===== config.mk =====
export PLATFORM = sky130hd
export DESIGN_NAME = cic_decimator_mc
export DESIGN_NICKNAME = d
export VERILOG_FILES = /design/src/rtl/cic_decimator_mc.sv
export SDC_FILE = /design/constraint.sdc
export NUM_CORES = 2
export LEC_CHECK = 0
export ABC_CLOCK_PERIOD_IN_PS = 16200
export BUFFER_PORTS_ARGS = -buffer_cell sky130_fd_sc_hd__buf_4
export CAP_MARGIN = 20
export CORE_MARGIN = 2
export CORE_UTILIZATION = 60
export DETAILED_ROUTE_END_ITERATION = 6
export PLACE_DENSITY = 0.76
export SYNTH_ARGS = -nofsm -noshare
export SYNTH_HDL_FRONTEND = slang
export SYNTH_SLANG_ARGS = --single-unit

===== constraint.sdc =====
create_clock -name clk -period 16.2 [get_ports clk]
set_input_delay 2.43 -clock clk [delete_from_list [all_inputs] [get_ports clk]]
set_output_delay 2.43 -clock clk [all_outputs]
set_load 0.01 [all_outputs]

===== src/rtl/cic_decimator_mc.sv =====
// cic_decimator_mc
// Multi-channel, time-multiplexed CIC decimator with a runtime power-of-two
// ratio. One shared integrator/comb datapath serves every channel. The
// per-channel integrators, counters and comb delays live in register arrays.
// A channel tag travels with each sample down the comb pipeline.
// Optional build macro CIC_ROUND_EN: round half up before the final shift.
// Without it the final shift truncates (floor).
module cic_decimator_mc #(
   parameter int  IN_W       = 16,
   parameter int  STAGES     = 4,
   parameter int  MAX_LOG2_R = 6,
   parameter int  CHANNELS   = 2,
   localparam int CH_W       = (CHANNELS > 1) ? $clog2(CHANNELS) : 1,
   localparam int ACC_W      = IN_W + STAGES * MAX_LOG2_R,
   localparam int DL_W       = $clog2(MAX_LOG2_R + 1)
) (
   input  logic                   clk,
   input  logic                   rst,
   input  logic                   valid_in,
   input  logic [CH_W-1:0]        chan_in,
   input  logic signed [IN_W-1:0] din,
   input  logic [DL_W-1:0]        dec_log2,
   output logic                   valid_out,
   output logic [CH_W-1:0]        chan_out,
   output logic signed [IN_W-1:0] dout,
   output logic                   ovf
);

   localparam int CNT_W = MAX_LOG2_R;
   localparam int RW    = MAX_LOG2_R + 1;
   localparam int CHL_W = CH_W + 1;
   localparam int SH_W  = $clog2(STAGES * MAX_LOG2_R + 1);

   typedef logic signed [ACC_W-1:0] acc_t;

   localparam logic [CHL_W-1:0] CH_LIMIT = CHL_W'(CHANNELS);
   localparam acc_t SAT_MAX = {{(ACC_W-IN_W+1){1'b0}}, {(IN_W-1){1'b1}}};
   localparam acc_t SAT_MIN = {{(ACC_W-IN_W+1){1'b1}}, {(IN_W-1){1'b0}}};

   // Active ratio
   logic [DL_W-1:0]  dl_act_q, dl_act_d;

   // Per-channel integrator cascade and decimation counter
   acc_t             integ_q [CHANNELS][STAGES];
   acc_t             integ_d [CHANNELS][STAGES];
   logic [CNT_W-1:0] cnt_q   [CHANNELS];
   logic [CNT_W-1:0] cnt_d   [CHANNELS];

   // Comb pipeline: index 0 is the push register, index s the output of comb stage s
   logic             stg_vld_q [STAGES+1];
   logic             stg_vld_d [STAGES+1];
   logic [CH_W-1:0]  stg_ch_q  [STAGES+1];
   logic [CH_W-1:0]  stg_ch_d  [STAGES+1];
   acc_t             stg_dat_q [STAGES+1];
   acc_t             stg_dat_d [STAGES+1];
   acc_t             dly_q     [STAGES][CHANNELS];
   acc_t             dly_d     [STAGES][CHANNELS];

   // Output register
   logic                   valid_out_q, valid_out_d;
   logic [CH_W-1:0]        chan_out_q,  chan_out_d;
   logic signed [IN_W-1:0] dout_q,      dout_d;
   logic                   ovf_q,       ovf_d;

   // Combinational helpers
   logic [DL_W-1:0]  dl_clamped;
   logic             ratio_chg;
   logic             ch_ok;
   logic [CH_W-1:0]  ch_idx;
   logic             accept;
   logic             push;
   logic [RW-1:0]    r_full;
   logic [RW-1:0]    r_last;
   logic [SH_W-1:0]  sh;
   acc_t             din_ext;
   acc_t             integ_new [STAGES];
   acc_t             comb_out;
   acc_t             rnd;
   acc_t             scaled;
   logic signed [IN_W-1:0] sat_val;
   logic             sat_hit;

   // Ratio clamp, ratio-change detect, input acceptance and push decision
   always_comb begin
      // NOTE: every signal written here gets a value on every path first, so no latch is inferred.
      dl_clamped = dec_log2;
      if (dec_log2 == '0) begin
         dl_clamped = DL_W'(1);
      end else if (dec_log2 > DL_W'(MAX_LOG2_R)) begin
         dl_clamped = DL_W'(MAX_LOG2_R);
      end
      ratio_chg = (dl_clamped != dl_act_q);
      dl_act_d  = dl_clamped;

      // Out-of-range channels are dropped; the safe index keeps array reads in bounds
      ch_ok  = ({1'b0, chan_in} < CH_LIMIT);
      ch_idx = ch_ok ? chan_in : '0;
      accept = valid_in && ch_ok && !ratio_chg;

      // The R-th accepted sample of a channel (counter == R-1) is pushed into the comb
      r_full = RW'(1) << dl_act_q;
      r_last = r_full - RW'(1);
      push   = accept && ({1'b0, cnt_q[ch_idx]} == r_last);

      sh = SH_W'(STAGES) * SH_W'(dl_act_q);
   end

   // Integrator cascade and decimation counter of the addressed channel
   always_comb begin
      integ_d = integ_q;
      cnt_d   = cnt_q;
      din_ext = {{(ACC_W-IN_W){din[IN_W-1]}}, din};

      // Stages chain combinationally: the pushed value already includes this sample
      integ_new[0] = integ_q[ch_idx][0] + din_ext;
      for (int s = 1; s < STAGES; s++) begin
         integ_new[s] = integ_q[ch_idx][s] + integ_new[s-1];
      end

      if (accept) begin
         for (int s = 0; s < STAGES; s++) begin
            integ_d[ch_idx][s] = integ_new[s];
         end
         cnt_d[ch_idx] = push ? '0 : cnt_q[ch_idx] + CNT_W'(1);
      end

      // A ratio change restarts every channel from zero history
      if (ratio_chg) begin
         for (int c = 0; c < CHANNELS; c++) begin
            cnt_d[c] = '0;
            for (int s = 0; s < STAGES; s++) begin
               integ_d[c][s] = '0;
            end
         end
      end
   end

   // Comb pipeline: each stage subtracts its per-channel delay selected by the travelling tag
   always_comb begin
      dly_d = dly_q;

      stg_vld_d[0] = push;
      stg_ch_d[0]  = ch_idx;
      stg_dat_d[0] = integ_new[STAGES-1];

      for (int s = 1; s <= STAGES; s++) begin
         stg_vld_d[s] = stg_vld_q[s-1];
         stg_ch_d[s]  = stg_ch_q[s-1];
         stg_dat_d[s] = stg_dat_q[s-1] - dly_q[s-1][stg_ch_q[s-1]];
         if (stg_vld_q[s-1]) begin
            dly_d[s-1][stg_ch_q[s-1]] = stg_dat_q[s-1];
         end
      end

      if (ratio_chg) begin
         for (int s = 0; s <= STAGES; s++) begin
            stg_vld_d[s] = 1'b0;
         end
         for (int s = 0; s < STAGES; s++) begin
            for (int c = 0; c < CHANNELS; c++) begin
               dly_d[s][c] = '0;
            end
         end
      end
   end

   // Gain normalisation (arithmetic shift by STAGES*log2 R), saturation and output capture
   always_comb begin
      comb_out = stg_dat_q[STAGES];
      rnd      = '0;
`ifdef CIC_ROUND_EN
      rnd      = acc_t'(1) <<< (sh - SH_W'(1));
`endif
      scaled   = (comb_out + rnd) >>> sh;

      sat_hit = 1'b0;
      sat_val = scaled[IN_W-1:0];
      if (scaled > SAT_MAX) begin
         sat_hit = 1'b1;
         sat_val = SAT_MAX[IN_W-1:0];
      end else if (scaled < SAT_MIN) begin
         sat_hit = 1'b1;
         sat_val = SAT_MIN[IN_W-1:0];
      end

      valid_out_d = stg_vld_q[STAGES] && !ratio_chg;
      chan_out_d  = chan_out_q;
      dout_d      = dout_q;
      ovf_d       = ovf_q;
      if (valid_out_d) begin
         chan_out_d = stg_ch_q[STAGES];
         dout_d     = sat_val;
         ovf_d      = ovf_q | sat_hit;
      end
   end

   // Ratio register: reset loads the (clamped) requested ratio
   always_ff @(posedge clk) begin
      // NOTE: sequential state uses non-blocking assignments so every flop sees pre-edge values.
      if (rst) begin
         dl_act_q <= dl_clamped;
      end else begin
         dl_act_q <= dl_act_d;
      end
   end

   // Per-channel integrator and counter arrays
   always_ff @(posedge clk) begin
      if (rst) begin
         // NOTE: these arrays are reset explicitly because a restart must begin from zero history.
         for (int c = 0; c < CHANNELS; c++) begin
            cnt_q[c] <= '0;
            for (int s = 0; s < STAGES; s++) begin
               integ_q[c][s] <= '0;
            end
         end
      end else begin
         integ_q <= integ_d;
         cnt_q   <= cnt_d;
      end
   end

   // Comb pipeline registers and per-stage delay arrays
   always_ff @(posedge clk) begin
      if (rst) begin
         for (int s = 0; s <= STAGES; s++) begin
            stg_vld_q[s] <= 1'b0;
            stg_ch_q[s]  <= '0;
            stg_dat_q[s] <= '0;
         end
         for (int s = 0; s < STAGES; s++) begin
            for (int c = 0; c < CHANNELS; c++) begin
               dly_q[s][c] <= '0;
            end
         end
      end else begin
         stg_vld_q <= stg_vld_d;
         stg_ch_q  <= stg_ch_d;
         stg_dat_q <= stg_dat_d;
         dly_q     <= dly_d;
      end
   end

   // Output register and sticky overflow flag
   always_ff @(posedge clk) begin
      if (rst) begin
         valid_out_q <= 1'b0;
         chan_out_q  <= '0;
         dout_q      <= '0;
         ovf_q       <= 1'b0;
      end else begin
         valid_out_q <= valid_out_d;
         chan_out_q  <= chan_out_d;
         dout_q      <= dout_d;
         ovf_q       <= ovf_d;
      end
   end

   assign valid_out = valid_out_q;
   assign chan_out  = chan_out_q;
   assign dout      = dout_q;
   assign ovf       = ovf_q;

endmodule


Word-level counts from Yosys, hierarchy flattened
Cells that the tools add are included.
{"block": "word_totals", "ff_bits": 884, "input_bits": 23, "output_inout_bits": 19, "word_cells": 134}
{"block": "op_classes", "shifts": 2, "muxes": 52, "reduce_logical": 11, "order_cmp": 13, "eq_ne": 2, "n_bitwise": 6, "n_addsub": 10}
{"operator": "320-bit bitwise mux", "count": 4}
{"operator": "40-bit 2-to-1 mux", "count": 17}
{"operator": "160-bit demux with 1-bit select", "count": 4}
{"operator": "160-bit 2-to-1 mux", "count": 4}
{"operator": "80-bit bitwise mux", "count": 4}
{"operator": "40-bit demux with 1-bit select", "count": 4}
{"operator": "40-bit subtractor", "count": 4}
{"operator": "40-bit adder", "count": 3}
{"operator": "120-bit 2-to-1 mux", "count": 1}
{"operator": "80-bit 2-to-1 mux", "count": 1}
{"operator": "40-bit by 16-bit adder with 40-bit output", "count": 1}
{"operator": "40-bit by 16-bit > comparator with 1-bit output, second input constant", "count": 1}
{"operator": "40-bit by 16-bit less-than comparator with 1-bit output, second input constant", "count": 1}
{"operator": "40-bit by 5-bit >>> shifter with 40-bit output", "count": 1}
{"operator": "16-bit 2-to-1 mux", "count": 2}
{"operator": "6-bit 2-to-1 mux", "count": 5}
{"operator": "12-bit bitwise mux", "count": 1}
{"operator": "2-bit >= comparator, second input constant", "count": 5}
{"operator": "2-bit by 1-bit less-than comparator with 1-bit output, second input constant", "count": 5}
{"operator": "1-bit NOT with 2-bit output", "count": 5}
{"operator": "1-bit logical AND", "count": 8}
{"operator": "6-bit by 7-bit equality test with 1-bit output", "count": 1}
{"operator": "1-bit by 3-bit << shifter with 7-bit output, first input constant", "count": 1}
{"operator": "7-bit by 1-bit subtractor with 7-bit output, second input constant", "count": 1}
{"operator": "10 further kinds", "count": 12}

Longest topological paths before layout
{"block": "depth", "word_depth": 9, "depth_mapped": 52, "mapped_depth_nobuf": 48}

Worst setup path after synthesis
OpenSTA, ideal clock, no wires.
{"block": "synth_timing", "path_kind": "in2reg", "start": "in chan_in", "end": "reg integ_q[199] (netlist name)", "n_path_buf": 4, "required_time_ns": 16.078, "setup_slack_ns": 3.907, "path_stages": 49, "setup_ns": 0.122, "t_arrival_ns": 12.171, "cell_sequence": "clkbuf_1 -> clkbuf_1 -> clkbuf_1 -> clkbuf_1 -> mux2_2 -> ha_1 -> inv_1 -> fa_1 -> nor2b_1 -> o21ai_0 -> a21boi_0 -> o21ai_0 -> a21oi_1 -> o211ai_1 -> nand2_1 -> a21o_1 -> a21oi_1 -> xnor2_1 -> [13 not listed] -> o21bai_1 -> a31oi_1 -> xnor2_1 -> inv_1 -> ha_1 -> a21o_1 -> a21o_1 -> a21oi_1 -> nand2_1 -> a21oi_1 -> o21ai_0 -> a21o_1 -> a21oi_1 -> o21a_1 -> o31ai_4 -> a2111oi_2 -> nor4_1 -> a311o_1"}
{"item": "start: declaration", "line_no": "20", "source": "input logic [CH_W-1:0] chan_in,"}
{"item": "end signal: assignment", "line_no": "218", "source": "integ_q <= integ_d;"}
{"item": "end: declaration", "line_no": "44", "source": "acc_t integ_q [CHANNELS][STAGES];"}

==> flow_summary.yaml <==
clocking:
  cts_resized: 0
  cts.path.max_buffers: 3
  htree_num_levels: 3
  hold_buffers: 0
  numCtsBuffers: 93
  cts_root_buf: "clkbuf_16"
  cts_tree: "built"
  cts_setup_buffers: 0
  clkLatencyLatePin_ns: 0.66
  clk_pin_slew_ns: 0.06
  clock-sinks: 884
sta:
  hold_slack_ns: 0.451
  worstMarginPinSlew_ns: 1.05
  final.setup.worst_slack_ns: 4.03
  maxSlewHeadroom_pct: 29.8
  period_needed_ns: 12.17
  fmax_mhz: 82.2
  fin_crit_sh_pct: 75.1
  finalMaxSlewViolations: 0
  skew_ns: 0.0214
  tns_ns: 0
  grt_setup_unrepaired: "false"
  hold_viol: 0
  setup_viol: 0
logic_synthesis:
  synthMuxAreaShare_pct: 8.43
  async_flop_share_pct: 0
  synth_compound_area_share_pct: 19.0
  ys_warn_count: 0
  synth_xor_area_share_pct: 4.62
  synth-edff-count: 0
  synthCells: 6035
  ys_ff_latch: 884
  yosysSeqAreaShare_pct: 36.5
  synth_nets: 6380
  synth_top_family_by_area: "simple AND/OR/NAND/NOR gates"
  synth_fa_ha_area_share_pct: 8.43
  synth-main-ff-cell: "dfxtp_1"
  synth-simple-area-share_pct: 19.6
  synth_cell_type_count: 91
  avgSynthCellArea_um2: 8.04
  syn_area_mm2: 0.0485
worst_setup_path:
  crit_type: "in -> reg"
  cp.arrival_ns: 12.75
  r2r_cells: 46
  slowest_stage: "a311oi_1"
  endpoint_kind: "register"
  r2r_setup_slack_ns: 6.15
  reg2reg_to: "integ_q[39]$_SDFFE_PP0P_"
  crit_top_cell: "a21oi_1"
  required_ns: 16.78
  max_stage_delay_ns: 0.66
  crit_fanout: 65
  reg2reg_from: "integ_q[120]$_SDFFE_PP0P_"
  critPathLaunchType: "input port"
final_layout:
  antenna_cells: 0
  fillCellCount: 6717
  stdcell_area_mm2: 0.0527
  seq_area_mm2: 0.0177
  areaGrowthSynthToFinish_pct: 8.70
  final_nets: 6235
  drive_gt1_share_pct: 8.50
  multi_input_comb_area_mm2: 0.0292
placed_design:
  pre_cts_ws_ns: 3.57
  placed_area_mm2: 0.0493
  portBuffers: 41
  hpwl_um: 79200
  globalplace.congestion: 0.930
min_path:
  hold_path.class: "reg -> reg"
  min_path_cells: 2
  whs_endpoint: "integ_q[275]$_SDFFE_PP0P_"
  min_from: "integ_q[275]$_SDFFE_PP0P_"
floorplan:
  core_area_mm2: 0.0803
  die_w_um: 288
  io_pins: 42
  die_h_um: 288
  initial_core_util_pct: 60.4
  die_area_mm2: 0.0831
  rows: 104
outcome:
  run_status: "completed"
global_route:
  grt_pass1_vias: 39100
  groute.usage.overall_pct: 27.7
  antenna_found_initial: 0
  overflow: 0
  grt_pass1_wl_um: 193000
  grt_max_degree: 159
routing:
  vias_per_cell: 5.83
  routed_wirelength_um: 118000
  dr.pass1.iters: 6
  detail_route.wl_per_cell_um: 16.8
  first_iter_violations: 2768
  ant_nets: 0
  vias: 41000
  drc_errors: 0
pwr:
  p_leak_nw: 20.1
  total_power_w: 0.00613
  powerDensity_mw_per_mm2: 116
  ir_drop_mv: 0.116
flow_run:
  cap_viol_max_count: 0
how the worst max path moves through the flow:
stage | slack, ns | startpoint | to | depth (start not counted)
4_1_cts | 4.12 | chan_in | integ_q[39]$_SDFFE_PP0P_ | 47
2_1_floorplan | 3.91 | chan_in | integ_q[199]$_SDFFE_PP0P_ | 49
3_5_place_dp | 3.57 | chan_in | integ_q[39]$_SDFFE_PP0P_ | 47
3_3_place_gp | 3.74 | chan_in | integ_q[199]$_SDFFE_PP0P_ | 46
5_1_grt | 3.23 | chan_in | integ_q[39]$_SDFFE_PP0P_ | 47
6_report | 4.03 | chan_in | integ_q[39]$_SDFFE_PP0P_ | 47
cells by family after synthesis:
kind of cell,after synthesis
xor gates and xnor gates,249
AOI/OAI and AO/OA,1548
muxes,381
adders and majority gates,322
and+or+nand+nor,2210
DFF,884
buffers and inverters,441
cell type report:
cell class | count | share of cell area, %
well taps | 1060 | 2.52
clock buffers | 121 | 5.04
clock inverters | 52 | 1.38
repair buffers | 77 | 1.20
multi-input cells | 4710 | 55.4
flip-flops and latches | 884 | 33.6
inverters | 124 | 0.883
per-stage QoR:
step / cells / utilization, %
after floorplan: 6035 / -
after global placement: 6853 / 61.4
after detailed placement: 6853 / 61.4
after CTS: 7026 / 65.6
after global routing: 7028 / 65.7
final: 7028 / 65.7
cell usage in the layout, fill, tap and decap left out, drive strengths merged, types with 122 or more instances in the layout:
cell / count
nor2: 350
inv: 128
nand2: 1343
o21ai: 186
mux2: 189
xnor2: 158
mux2i: 189
dfxtp: 884
a21oi: 855
a21o: 146
clkbuf: 122
ha: 314
worst max-delay path, delay by kind of cell:
kind | cells | cell delay [ns]
compound gates | 28 | 6.09
fa+ha+maj | 5 | 1.52
simple gates | 8 | 1.19
buf+inv | 3 | 0.66
xor+xnor | 2 | 0.44
mux | 1 | 0.41
report_power, final:
group          internal [W]  total (W)  switching [W]
Sequential          0.00229    0.00243       0.000133
Clock               0.00142    0.00233       0.000918
Combinational      0.000573    0.00137       0.000798
Total               0.00428    0.00613        0.00185
routing by layer:
layer,vias to the layer above,share of wire [%],global-route usage (%),wire length (um)
li1,20600,-,-,-
met1,19300,44,34.9,51800
met2,851,49,48.7,57300
met3,221,4.1,3.03,4810
met4,0,3.4,10.2,4000
met5,-,0,0,0
cell usage after synthesis, drive strengths merged (23+ instances only):
master / n / area share [%]
a21oi: 855 / 8.8
mux2: 189 / 4.4
ha: 314 / 8.1
nand4: 24 / 0.32
nor2: 350 / 2.7
clkbuf: 298 / 2.3
nor2b: 65 / 0.84
a21o: 146 / 2.3
a211oi: 63 / 0.99
o21bai: 38 / 0.59
nand3: 87 / 0.91
a21boi: 23 / 0.36
nand2b: 50 / 0.65
nand2: 1343 / 10
nor4: 23 / 0.30
xor2: 87 / 1.6
inv: 124 / 0.96
o21ai: 186 / 1.9
o21a: 58 / 0.90
and2: 60 / 0.77
and3: 54 / 0.71
nor3: 85 / 0.88
xnor2: 158 / 2.9
dfxtp: 884 / 36
a31oi: 37 / 0.48
mux2i: 189 / 3.9
state kept, by name, summed over array words and instances, names as in the netlist:
name       count
chan_out       1
cnt_q         12
comb_out      40
dl_act_q       3
dly_q        320
dout          16
integ_q      320
ovf            1
stg_ch_d       4
stg_ch_q       1
stg_dat_q    160
stg_vld_q      5
valid_out      1
No activity file was read; power rests on OpenSTA's default activity.
